<file path="config.mk">
export PLATFORM = sky130hd
export DESIGN_NAME = feedback_shift_reg
export DESIGN_NICKNAME = d
export VERILOG_FILES = /design/src/rtl/feedback_shift_reg_pkg.sv /design/src/rtl/feedback_shift_reg_feedback.sv /design/src/rtl/feedback_shift_reg.sv
export SDC_FILE = /design/constraint.sdc
export NUM_CORES = 1
export LEC_CHECK = 0
export ABC_CLOCK_PERIOD_IN_PS = 3200
export BUFFER_PORTS_ARGS = -buffer_cell sky130_fd_sc_hd__buf_2
export CAP_MARGIN = 0
export CORE_AREA = 2 2 40 51
export DETAILED_ROUTE_END_ITERATION = 8
export DIE_AREA = 0 0 42 53
export PLACE_DENSITY = 0.55
export SYNTH_ARGS = -nofsm -noshare
export SYNTH_HDL_FRONTEND = slang
export SYNTH_SLANG_ARGS = --single-unit
</file>
<file path="constraint.sdc">
create_clock -name Clk -period 3.2 [get_ports Clk]
set_input_delay 0.64 -clock Clk [delete_from_list [all_inputs] [get_ports Clk]]
set_output_delay 0.64 -clock Clk [all_outputs]
set_load 0.02 [all_outputs]
</file>
<file path="src/rtl/feedback_shift_reg_pkg.sv">
// Shared definitions for the feedback shift register: run-time mode
// encodings and the default feedback masks for the 3-stage configuration.
package feedback_shift_reg_pkg;

   typedef enum logic [1:0] {
      MODE_HOLD   = 2'b00,
      MODE_GSHIFT = 2'b01,
      MODE_SHIFT  = 2'b10,
      MODE_LFSR   = 2'b11
   } mode_e;

   localparam logic [2:0] DEF_NOR_MASK = 3'b110;
   localparam logic [2:0] DEF_XOR_MASK = 3'b011;

endpackage

</file>
<file path="src/rtl/feedback_shift_reg_feedback.sv">
// Combinational feedback network: forms the gated-shift output Z and the
// LFSR feedback bit from the current register contents and the masks.
module fsr_feedback #(
   parameter int N = 3
) (
   input  logic [N-1:0] q,
   input  logic [N-1:0] nor_mask,
   input  logic [N-1:0] xor_mask,
   output logic         z,
   output logic         lfsr_fb
);

   // Parity term doubles as the LFSR feedback; Z adds the NOR term on top.
   always_comb begin
      lfsr_fb = ^(q & xor_mask);
      z       = (~|(q & nor_mask)) ^ lfsr_fb;
   end

endmodule

</file>
<file path="src/rtl/feedback_shift_reg.sv">
// N-stage feedback shift register with hold / gated shift / plain shift /
// LFSR modes, parallel load, lock-up escape and a saturating match counter.
// Q[N-1] is the input stage, Q[0] the output stage.
module feedback_shift_reg
   import feedback_shift_reg_pkg::*;
#(
   parameter int            N        = 3,
   parameter logic [N-1:0]  NOR_MASK = N'(DEF_NOR_MASK),
   parameter logic [N-1:0]  XOR_MASK = N'(DEF_XOR_MASK),
   parameter int            CW       = 4
) (
   input  logic          Clk,
   input  logic          Rst,
   input  logic          A,
   input  logic [1:0]    Mode,
   input  logic          Load,
   input  logic [N-1:0]  LoadData,
   input  logic [N-1:0]  Pattern,
   output logic [N-1:0]  Q,
   output logic          Z,
   output logic          Match,
   output logic [CW-1:0] MatchCnt
);

   logic lfsr_fb;
   logic shift_in;

   fsr_feedback #(.N(N)) u_feedback (
      .q        (Q),
      .nor_mask (NOR_MASK),
      .xor_mask (XOR_MASK),
      .z        (Z),
      .lfsr_fb  (lfsr_fb)
   );

   assign Match = (Q == Pattern);

   // Select the bit entering the input stage; an all-zero register in LFSR
   // mode would never leave zero, so a 1 is injected instead.
   always_comb begin
      shift_in = 1'b0;
      case (mode_e'(Mode))
         MODE_GSHIFT: shift_in = A & Z;
         MODE_SHIFT:  shift_in = A;
         MODE_LFSR:   shift_in = (Q == '0) ? 1'b1 : lfsr_fb;
         default:     shift_in = 1'b0;
      endcase
   end

   // Register update: load beats any shift, hold leaves Q untouched.
   always_ff @(posedge Clk or posedge Rst) begin
      if (Rst) begin
         Q <= '0;
      end else if (Load) begin
         Q <= LoadData;
      end else if (Mode != MODE_HOLD) begin
         Q <= {shift_in, Q[N-1:1]};
      end
   end

   // Count shifting edges whose pre-edge contents match; saturates, cleared by load.
   always_ff @(posedge Clk or posedge Rst) begin
      if (Rst) begin
         MatchCnt <= '0;
      end else if (Load) begin
         MatchCnt <= '0;
      end else if ((Mode != MODE_HOLD) && Match && (MatchCnt != '1)) begin
         MatchCnt <= MatchCnt + CW'(1);
      end
   end

endmodule

</file>
# Yosys cells after proc, flatten, opt, wreduce, memory -nomap -nowiden
# Index checks and enable logic that the tools add are counted.
# totals
regBits	7
inputBits	12
wordCells	25
# classes
addsub	1
n_eq_ne	5
mux	6
bitwise	2
reduce_logical	9
# ops
op	n
2-to-1 mux 4 bit	2
2-to-1 mux 3 bit	2
nonzero test 2 bit	3
adder 4 x 1 -> 4 bit (second input constant)	1
== test 2 bit (second input constant)	2
!= test 4 bit (second input constant)	1
== test 3 bit	1
zero test 3 bit	1
one-hot mux 1 bit (3 select lines)	1
parity 3 bit	1
== test 2 x 1 -> 1 bit (second input constant)	1
logical AND 1 bit	2
OR reduction 2 bit	1
bitwise AND 1 bit	1
zero test 1 bit	1
2-to-1 mux 1 bit	1
XOR 1 bit	1

# Depth between registers and ports, before layout
# Gate-level depths: netlist of run 1.
# depth
word_depth	7
mapped_depth	6

# Cells and area by module
# From an unflattened synthesis of run 1, not the netlist that was laid out.
# hier_totals
hier_cells	55
area_unflattened_um2	495.5
# by_module_without_submodules
mod	n_inst	cells_per_inst	area_each_um2	seq_area_each_um2
feedback_shift_reg	1	49	441.7	175.2
fsr_feedback	1	6	53.8	0.0

# Worst setup path after synthesis of run 1
# No wires, ideal clock.
# synth_timing
kind	reg-to-output
from	register Q[1]
to	output Z
t_arrival_ns	1.309
required_ns	2.560
slack_ns	1.251
stages_incl_launch_ff	4
path_buffers	0
path_cell_list	dfrtp_1 -> inv_1 -> ha_1 -> xor2_1
# synth_via
elab_chain_len	3
elab_cells_between_ends	4
cone_classes	1 x bitwise; 3 x reduce/logical
# synth_lines
item	line_no	rtl
start: declaration	feedback_shift_reg.sv:19	output logic [N-1:0] Q,
start signal: assignment	feedback_shift_reg.sv:55	Q <= LoadData;
start signal: assignment	feedback_shift_reg.sv:57	Q <= {shift_in, Q[N-1:1]};
OR reduction 2 bit	feedback_shift_reg_feedback.sv:16	z = (~|(q & nor_mask)) ^ lfsr_fb;
zero test 1 bit	feedback_shift_reg_feedback.sv:16	
XOR 1 bit *	feedback_shift_reg_feedback.sv:16	
end: declaration	feedback_shift_reg.sv:20	output logic Z,
# Mark *: on every way between the ends. The rest lies on a longest branch, timed or not.

# Worst setup path after layout of run 1
# Same ends and word-level chain as after synthesis.

==> results of run 1 <==
-- per-layer routing --
metal / vias to the layer above / wire (um)
li1: 229 / -
met1: 205 / 362
met2: 17 / 516
met3: 3 / 80
met4: 0 / 25
met5: - / 0
-- worst paths after layout --
| path | from | endpoint | slack (ns) | cells past startpoint |
|---|---|---|---|---|
| worst max-delay path | Q[1]$_DFFE_PP0P_ | Z | 1.07 | 4 |
| worst min-delay path | Rst | MatchCnt[1]$_DFFE_PP0P_ | 0.30 | 2 |
| worst min register to register | MatchCnt[1]$_DFFE_PP0P_ | MatchCnt[1]$_DFFE_PP0P_ | 0.59 | 2 |
| worst max register to register | Q[1]$_DFFE_PP0P_ | Q[2]$_DFFE_PP0P_ | 1.63 | 5 |
| max in group asynchronous | Rst | Q[1]$_DFFE_PP0P_ | 2.69 | 2 |
| min in group Clk | MatchCnt[1]$_DFFE_PP0P_ | MatchCnt[1]$_DFFE_PP0P_ | 0.59 | 2 |
-- cell type report --
class	count	area (sq um)	share of cell area, %
Clock buffer	4	26.3	4.01
Inverter	7	26.3	4.01
Multi-Input combinational cell	38	304	46.4
Sequential cell	7	175	26.7
Tap cell	19	23.8	3.63
Timing Repair Buffer	20	100	15.3
-- stage by stage --
stage          hold slack [ns]  std cells  total power [W]
6_report                 0.305         95         0.000263
5_1_grt                  0.320         95         0.000285
4_1_cts                  0.308         95         0.000269
3_5_place_dp             0.576         91         0.000188
3_3_place_gp             0.569         91         0.000188
2_1_floorplan            0.443         53         0.000161
-- worst max-delay path, stage by stage, from the launching register on --
cell	delay [ns]
dfrtp_1	0.48
inv_1	0.07
ha_1	0.30
xor2_1	0.19
buf_2	0.19
-- sequential cells by signal (all words and copies together) (netlist names) --
| signal | cells |
|---|---|
| Q | 3 |
| MatchCnt | 4 |
-- synth_stat cells, types with 2 or more instances --
library cell | count | share of area [%]
o21ai_0 | 2 | 2.0
ha_1 | 2 | 4.9
nor2_1 | 4 | 2.9
nand2b_1 | 2 | 2.5
xnor2_2 | 3 | 9.6
nand2_1 | 3 | 2.2
nor2b_1 | 3 | 3.7
mux2i_1 | 3 | 5.9
inv_1 | 7 | 5.2
a21oi_1 | 2 | 2.0
dfrtp_1 | 7 | 34
-- cells by family after synthesis --
| logic type | after synthesis | synth area share [%] |
|---|---|---|
| compound gates | 8 | 10.8 |
| xor+xnor | 4 | 11.3 |
| simple gates | 19 | 22.4 |
| flops | 7 | 34.4 |
| fa+ha+maj | 2 | 4.91 |
| buf+inv | 8 | 5.90 |
| mux | 5 | 10.3 |
-- power by group --
part | switching, W | internal (W)
Clock | 0.0000301 | 0.0000474
Combinational | 0.0000444 | 0.0000360
Sequential | 0.0000104 | 0.0000945
Total | 0.0000849 | 0.000178
==> results.md, run 1 <==
- Max Freq: 0.470 GHz
- Seq cells post-synth: 7
- GR peak layer: met2
- Hold Vio Cnt, Final: 0
- Drt wl/cell: 10.3 um
- Core area: 1720 sq um
- Asr flop ratio synth: 100%
- Startpoint types: flip-flop
- Row cnt: 17
- Worst Tran Pin Value: 0.506 ns
- Postcts setup bufs: 0
- Hold Crit Class: primary input to asynchronous set/reset pin
- Slew Viols, Final: 0
- Post-Route Utilization: 38.1%
- Drt total wl: 983 um
- CTS sink cnt: 7
- Arrival @ worst endpoint: 1.49 ns
- Worst setup EP type: output pin
- DR vias: 454
- M1 GR Usage: 11.1%
- GP Congestion: 0.623
- DRC Markers: 0
- Cts bufs inserted: 3
- Number of antenna violations at the first check in global routing: 0
- Met2 Usage GRT: 18.5%
- Sequential cell area fraction in the yosys report: 34.4%
- Max-Cap Viols: 0
- Setup CP Type: flip-flop to output pin
- I/O Buffers: 20
- Nets@finish: 91
- Synth unique cells: 26
- Cell area power density: 401 nW/um^2
- Mean Syn Cell Area: 9.61 sq um
- Final instance area: 656 sq um
- Post-Synthesis Cell Area: 509 sq um
- Initial DRC count: 4
- Number of I/O pins: 21
- DR vias/cell: 4.78
- Hold buffers post-CTS: 0
- Crit-path max FO: 6
- Period Utilization, post-route: 66.4%
- Worst VDD drop: 0.000170 V
- # diodes: 0
- Reg clk slew, reported paths: 0.05 ns
- Area Overhead vs Synth: 28.7%
- Syn nets: 67
- Met3 usage: 2.73%
- Clock Tree Root: clkbuf_4
- Commonest cells after routing, fill and taps aside: buf_2, dfrtp_1, inv_1, nor2_1
- Vias in the first global route: 389
- Placed inst area: 629 sq um
- GRT Total Usage: 10.5%
- Status: finished clean
- RSZ-0062 raised after global routing: no
- Slew HR: 66.2%
- Die Wd: 42 um
- Mapped Cells: 53
- Total negative slack: 0 ns
- Initial DRT Pass Iterations: 4
- Clock skew: 0.00198 ns
- Number of flops mapped to enable cells by yosys: 0
- Post-DRT Antenna Nets: 0
- Yosys warns: 0
- Finish-stage setup viols: 0
- Maximum clock path buffer count: 2
- Final-layout fill cell count: 179
- GR Overflow Total: 0
- Post-Place Worst Slack: 1.28 ns
- Ys flop type: dfrtp_1
- CTS tree: done
- Die area: 2230 sq um
- H-tree Lvls: 1
- First-pass GRT wire length: 1.67 mm
- Critical Path RT: 2.56 ns
- Starting Density: 29.6%
- Largest net degree at the start of global routing: 14
- Commonest non-fill, non-tap cell in the layout: buf_2
- Post-layout min period: 2.13 ns
- Skew-Pair Late Insertion Delay: 0.25 ns
- Setup ws final: 1.07 ns
- Chip height: 53 um
- Post-CTS sizing: 0
- Share of layout cells above drive strength 1: 39.5%
- DP HPWL: 801 um
- Lkg Pwr: 0.352 nW
No activity file was read; power rests on OpenSTA's default activity.
==> run 2: changes to the inputs <==
--- a/config.mk
+++ b/config.mk
@@ -5,7 +5,7 @@
 export SDC_FILE = /design/constraint.sdc
 export NUM_CORES = 1
 export LEC_CHECK = 0
-export ABC_CLOCK_PERIOD_IN_PS = 3200
+export ABC_CLOCK_PERIOD_IN_PS = 2200
 export BUFFER_PORTS_ARGS = -buffer_cell sky130_fd_sc_hd__buf_2
 export CAP_MARGIN = 0
 export CORE_AREA = 2 2 40 51
==> constraint.sdc (replaced) <==
create_clock -name Clk -period 2.2 [get_ports Clk]
set_input_delay 0.44 -clock Clk [delete_from_list [all_inputs] [get_ports Clk]]
set_output_delay 0.44 -clock Clk [all_outputs]
set_load 0.02 [all_outputs]
==> run 2 against run 1 <==
  * Sequential cell count did not move
  * Critical path type unchanged
  * Critical endpoint unchanged
  * Register-to-register slack got worse by 1.0 ns
  * Worst setup slack got worse by 0.81 ns
  * Global-route usage rose by 0.56 points
  * Final cell count did not move
  * Critical path depth did not move
  * Highest routed layer is now met3
  * Clock power rose by 52%
  * Power rose by 48%
==> results.md, run 2 (synthesized netlist as in run 1, its figures left out) <==
- Status: finished clean
- DP HPWL: 845 um (+5.4%)
- Clock Tree Root: clkbuf_4
- Worst VDD drop: 0.000281 V (+65%)
- Starting Density: 29.6% (unchanged)
- I/O Buffers: 20 (unchanged)
- Finish-stage setup viols: 0 (unchanged)
- Clock skew: 0.00260 ns (+0.000620 ns)
- Placed inst area: 629 sq um (unchanged)
- Final-layout fill cell count: 191 (+6.7%)
- Commonest non-fill, non-tap cell in the layout: buf_2
- Reg2reg setup slack: 0.63 ns (-1.00 ns)
- Vias in the first global route: 442 (+14%)
- Chip height: 53 um (unchanged)
- H-tree Lvls: 1 (unchanged)
- Initial DRT Pass Iterations: 5 (+1)
- Lkg Pwr: 0.352 nW (unchanged)
- Max-Cap Viols: 0 (unchanged)
- CTS tree: done
- Commonest cells after routing, fill and taps aside: buf_2, dfrtp_1, inv_1, nor2_1
- Reg clk slew, reported paths: 0.06 ns (about the same)
- Post-CTS sizing: 0 (unchanged)
- Critical Path RT: 1.76 ns (-0.80 ns)
- GRT Total Usage: 11.0% (+0.56 points)
- Hold Crit Class: primary input to asynchronous set/reset pin
- Hold buffers post-CTS: 0 (unchanged)
- Worst Tran Pin Value: 0.512 ns (+0.00640 ns)
- First-pass GRT wire length: 1.83 mm (+9.5%)
- Drt wl/cell: 11.1 um (+7.0%)
- Skew-Pair Late Insertion Delay: 0.25 ns (about the same)
- Post-Route Utilization: 38.1% (unchanged)
- R2R depth: 5 (unchanged)
- Worst setup EP type: output pin
- Die Wd: 42 um (unchanged)
- Cts bufs inserted: 3 (unchanged)
- Total negative slack: 0 ns (unchanged)
- Nets@finish: 91 (unchanged)
- Share of layout cells above drive strength 1: 39.5% (unchanged)
- Die area: 2230 sq um (unchanged)
- Number of antenna violations at the first check in global routing: 0 (unchanged)
- Number of I/O pins: 21 (unchanged)
- Footprint of the multi-input gates: 304 sq um (unchanged)
- Register area: 175 sq um (unchanged)
- Hold Vio Cnt, Final: 0 (unchanged)
- # diodes: 0 (unchanged)
- R2R Path End: Q[2]$_DFFE_PP0P_
- Crit-path max FO: 6 (unchanged)
- Arrival @ worst endpoint: 1.50 ns (about the same)
- Drt total wl: 1.05 mm (+7.0%)
- CTS sink cnt: 7 (unchanged)
- Post-DRT Antenna Nets: 0 (unchanged)
- DR vias: 470 (+3.5%)
- Final instance area: 656 sq um (unchanged)
- Largest net degree at the start of global routing: 14 (unchanged)
- Period Utilization, post-route: 88.0%
- Largest register FFs: 4 (unchanged)
- RSZ-0062 raised after global routing: no
- Postcts setup bufs: 0 (unchanged)
- Setup CP Type: flip-flop to output pin
- Maximum clock path buffer count: 2 (unchanged)
- DR vias/cell: 4.95 (+3.5%)
- Row cnt: 17 (unchanged)
- Slew Viols, Final: 0 (unchanged)
- Core area: 1720 sq um (unchanged)
- Initial DRC count: 4 (unchanged)
- Area Overhead vs Synth: 28.7% (unchanged)
- DRC Markers: 0 (unchanged)
- Reg2reg start: Q[1]$_DFFE_PP0P_
- Largest reg by FF count: MatchCnt
- GP Congestion: 0.652 (+4.8%)
- Top flop regs: MatchCnt: 4 flops, Q: 3 flops
- Startpoint types: flip-flop
- Max Freq: 0.516 GHz
- GR Overflow Total: 0 (unchanged)
- Post-layout min period: 1.94 ns
- Slew HR: 65.7% (-0.43 points)
- Cell area power density: 593 nW/um^2 (+48%)
-- run 2: routing by layer --
metal,vias up,global-route usage [%],share of wire [%]
met3,0,3.41,4.5
met5,-,0,0
met1,230,10.2,38
met2,12,21.1,57
li1,228,-,-
met4,0,6.45,0
-- run 2: cell type report --
type | count | share of cell area [%]
tap | 19 | 3.63
clock buffer | 4 | 4.01
inverter | 7 | 4.01
timing repair buffer | 20 | 15.3
sequential | 7 | 26.7
multi-input combinational | 38 | 46.4
-- run 2: worst max path at each step --
stage,endpoint,cells after the start,slack (ns),startpoint
after detailed placement,Z,4,0.52,Q[1]$_DFFE_PP0P_
after global placement,Z,4,0.52,Q[1]$_DFFE_PP0P_
final,Z,4,0.26,Q[1]$_DFFE_PP0P_
after CTS,Z,4,0.23,Q[1]$_DFFE_PP0P_
after global routing,Z,4,0.15,Q[1]$_DFFE_PP0P_
after floorplan,Q[2]$_DFFE_PP0P_,5,0.42,Q[1]$_DFFE_PP0P_
-- run 2: worst max-delay path, stage by stage, from the launching register on --
cell and delay [ns]:
dfrtp_1 0.49, inv_1 0.07, ha_1 0.30, xor2_1 0.19
buf_2 0.19
-- run 2: power breakdown --
group / internal, W / switching [W]
sequential: 0.000137 / 0.0000149
clock: 0.0000693 / 0.0000488
combinational: 0.0000525 / 0.0000658
-- run 2: stage by stage --
| step | cells | setup slack, ns | total power, W | hold WS, ns |
|---|---|---|---|---|
| floorplan | 53 | 0.417 | 0.000234 | 0.243 |
| global placement | 91 | 0.520 | 0.000274 | 0.385 |
| detailed placement | 91 | 0.522 | 0.000275 | 0.388 |
| CTS | 95 | 0.234 | 0.000397 | 0.116 |
| global route | 95 | 0.145 | 0.000414 | 0.127 |
| finish | 95 | 0.263 | 0.000388 | 0.113 |
==> run 3: changes to the inputs <==
--- a/config.mk
+++ b/config.mk
@@ -8,10 +8,10 @@
 export ABC_CLOCK_PERIOD_IN_PS = 2200
 export BUFFER_PORTS_ARGS = -buffer_cell sky130_fd_sc_hd__buf_2
 export CAP_MARGIN = 0
-export CORE_AREA = 2 2 40 51
+export CORE_AREA = 2 2 39 41
 export DETAILED_ROUTE_END_ITERATION = 8
-export DIE_AREA = 0 0 42 53
-export PLACE_DENSITY = 0.55
+export DIE_AREA = 0 0 41 43
+export PLACE_DENSITY = 0.68
 export SYNTH_ARGS = -nofsm -noshare
 export SYNTH_HDL_FRONTEND = slang
 export SYNTH_SLANG_ARGS = --single-unit
==> run 3 against run 2 <==
  * Sequential power hardly changed
  * Clock power hardly changed
  * Die area is 21% lower
  * Design area is 0.57% lower
  * Critical path depth stayed put
  * Sequential share of layout area is 0.15 points higher
  * Via count is 3.2% lower
  * Utilization is 9.1 points higher
  * Non-clock buffer count stayed put
  * Critical endpoint unchanged
  * Largest cell class unchanged
  * Highest routed layer unchanged
==> results.md, run 3 (synthesized netlist as in run 1, its figures left out) <==
- RSZ-0062 raised after global routing: no
- Period Utilization, post-route: 87.3% (-0.78 points)
- Maximum clock path buffer count: 2 (unchanged)
- Worst setup EP type: output pin
- Number of I/O pins: 21 (unchanged)
- Largest register FFs: 4 (unchanged)
- # diodes: 0 (unchanged)
- Commonest non-fill, non-tap cell in the layout: buf_2
- Hold Vio Cnt, Final: 0 (unchanged)
- Met2 Usage GRT: 20.9% (-0.16 points)
- Die Wd: 41 um (-2.4%)
- M1 GR Usage: 18.8% (+8.6 points)
- Slowest cell on crit path: dfrtp_1
- Startpoint types: flip-flop
- Number of antenna violations at the first check in global routing: 0 (unchanged)
- Max Freq: 0.521 GHz (+0.89%)
- Skew-Pair Late Insertion Delay: 0.26 ns (about the same)
- Post-CTS sizing: 0 (unchanged)
- R2R depth: 4 (-1)
- Die area: 1760 sq um (-21%)
- Slew HR: 65.7% (about the same)
- GR Overflow Total: 0 (unchanged)
- Worst Tran Pin Value: 0.513 ns (+0.000739 ns)
- DR vias: 455 (-3.2%)
- Reg2reg setup slack: 0.66 ns (+0.03 ns)
- Nets@finish: 91 (unchanged)
- Crit-path max FO: 6 (unchanged)
- CTS sink cnt: 7 (unchanged)
- Slew Viols, Final: 0 (unchanged)
- R2R Path End: MatchCnt[3]$_DFFE_PP0P_
- Cell area power density: 601 nW/um^2 (+1.4%)
- Share of layout cells above drive strength 1: 39.5% (unchanged)
- WP buf/inv: 2 (unchanged)
- Hold Crit Class: primary input to asynchronous set/reset pin
- Reg2reg start: Q[1]$_DFFE_PP0P_
- First-pass GRT wire length: 1.73 mm (-5.6%)
- Cts bufs inserted: 3 (unchanged)
- Post-layout power: 0.000392 W (+0.78%)
- Largest reg by FF count: MatchCnt
- Vias in the first global route: 427 (-3.4%)
- Finish-stage setup viols: 0 (unchanged)
- CP top delay family: flip-flops
- Commonest cells after routing, fill and taps aside: buf_2, dfrtp_1, inv_1, nor2_1
- Drt total wl: 1.08 mm (+2.4%)
- Area Overhead vs Synth: 28.0%
- Worst VDD drop: 0.000353 V (+26%)
- Max-Cap Viols: 0 (unchanged)
- I/O Buffers: 20 (unchanged)
- Critical-path cell list: inv_1, ha_1, xor2_1, buf_2
- GR peak layer: met2
- DR vias/cell: 4.95 (about the same)
- Met3 usage: 1.57% (-1.8 points)
- Row cnt: 14 (-3)
- Largest net degree at the start of global routing: 14 (unchanged)
- Core area: 1380 sq um (-20%)
- Post-layout min period: 1.92 ns (-0.0171 ns)
- Setup CP Type: flip-flop to output pin
- Status: finished clean
- Total negative slack: 0 ns (unchanged)
- Initial DRT Pass Iterations: 3 (-2)
- Hold buffers post-CTS: 0 (unchanged)
- GP Congestion: 0.636 (-2.4%)
- H-tree Lvls: 1 (unchanged)
- GRT Total Usage: 14.6% (+3.6 points)
- Lkg Pwr: 0.352 nW (unchanged)
- Clock skew: 0.00455 ns (+0.00195 ns)
- Post-DRT Antenna Nets: 0 (unchanged)
- Clock Tree Root: clkbuf_4
- Chip height: 43 um (-19%)
- Crit path largest cell delay: 0.45 ns (-0.04 ns)
- Reg clk slew, reported paths: 0.06 ns (about the same)
- Drt wl/cell: 11.7 um (+5.7%)
- DRC Markers: 0 (unchanged)
- CTS tree: done
- Postcts setup bufs: 0 (unchanged)
- DP HPWL: 831 um (-1.6%)
- Starting Density: 36.8% (+7.2 points)
- Arrival @ worst endpoint: 1.48 ns (-0.02 ns)
- Initial DRC count: 5 (+1)
- Top flop regs: MatchCnt: 4 flops, Q: 3 flops
- Critical Path RT: 1.76 ns (about the same)
==> run 3: stage by stage <==
| step | setup WS (ns) | hold slack (ns) | utilization, % | cells | instance area [sq um] |
|---|---|---|---|---|---|
| 5_1_grt | 0.173 | 0.116 | 47.1 | 92 | 652 |
| 6_report | 0.280 | 0.103 | 47.1 | 92 | 652 |
| 2_1_floorplan | 0.417 | 0.243 | - | 53 | 509 |
| 3_3_place_gp | 0.585 | 0.379 | 45.2 | 88 | 626 |
| 3_5_place_dp | 0.556 | 0.387 | 45.2 | 88 | 626 |
| 4_1_cts | 0.268 | 0.109 | 47.1 | 92 | 652 |
==> run 3: worst max-delay path by stage <==
stage,start,end,slack (ns),cells past startpoint
finish,Q[1]$_DFFE_PP0P_,Z,0.28,4
global placement,Pattern[2],MatchCnt[3]$_DFFE_PP0P_,0.58,5
detailed placement,Pattern[2],MatchCnt[3]$_DFFE_PP0P_,0.56,5
CTS,Q[0]$_DFFE_PP0P_,Z,0.27,4
global route,Q[1]$_DFFE_PP0P_,Z,0.17,4
floorplan,Q[1]$_DFFE_PP0P_,Q[2]$_DFFE_PP0P_,0.42,5
==> run 3: area by class of cell <==
cell class	instances	area [sq um]
clock buffers	4	26.3
fillers	144	732
inverters	7	26.3
multi-input cells	38	304
flip-flops and latches	7	175
well taps	16	20.0
repair buffers	20	100
==> run 3: power by group <==
part	switching, W	internal (W)
registers	0.0000145	0.000137
clock network	0.0000501	0.0000694
logic	0.0000676	0.0000525
total	0.000132	0.000259
==> run 3: routing by layer <==
metal	vias up	share of wire (%)	routed length [um]
met5	-	0	0
met3	0	4.5	49
met1	215	46	493
met4	0	0	0
li1	229	-	-
met2	11	50	534
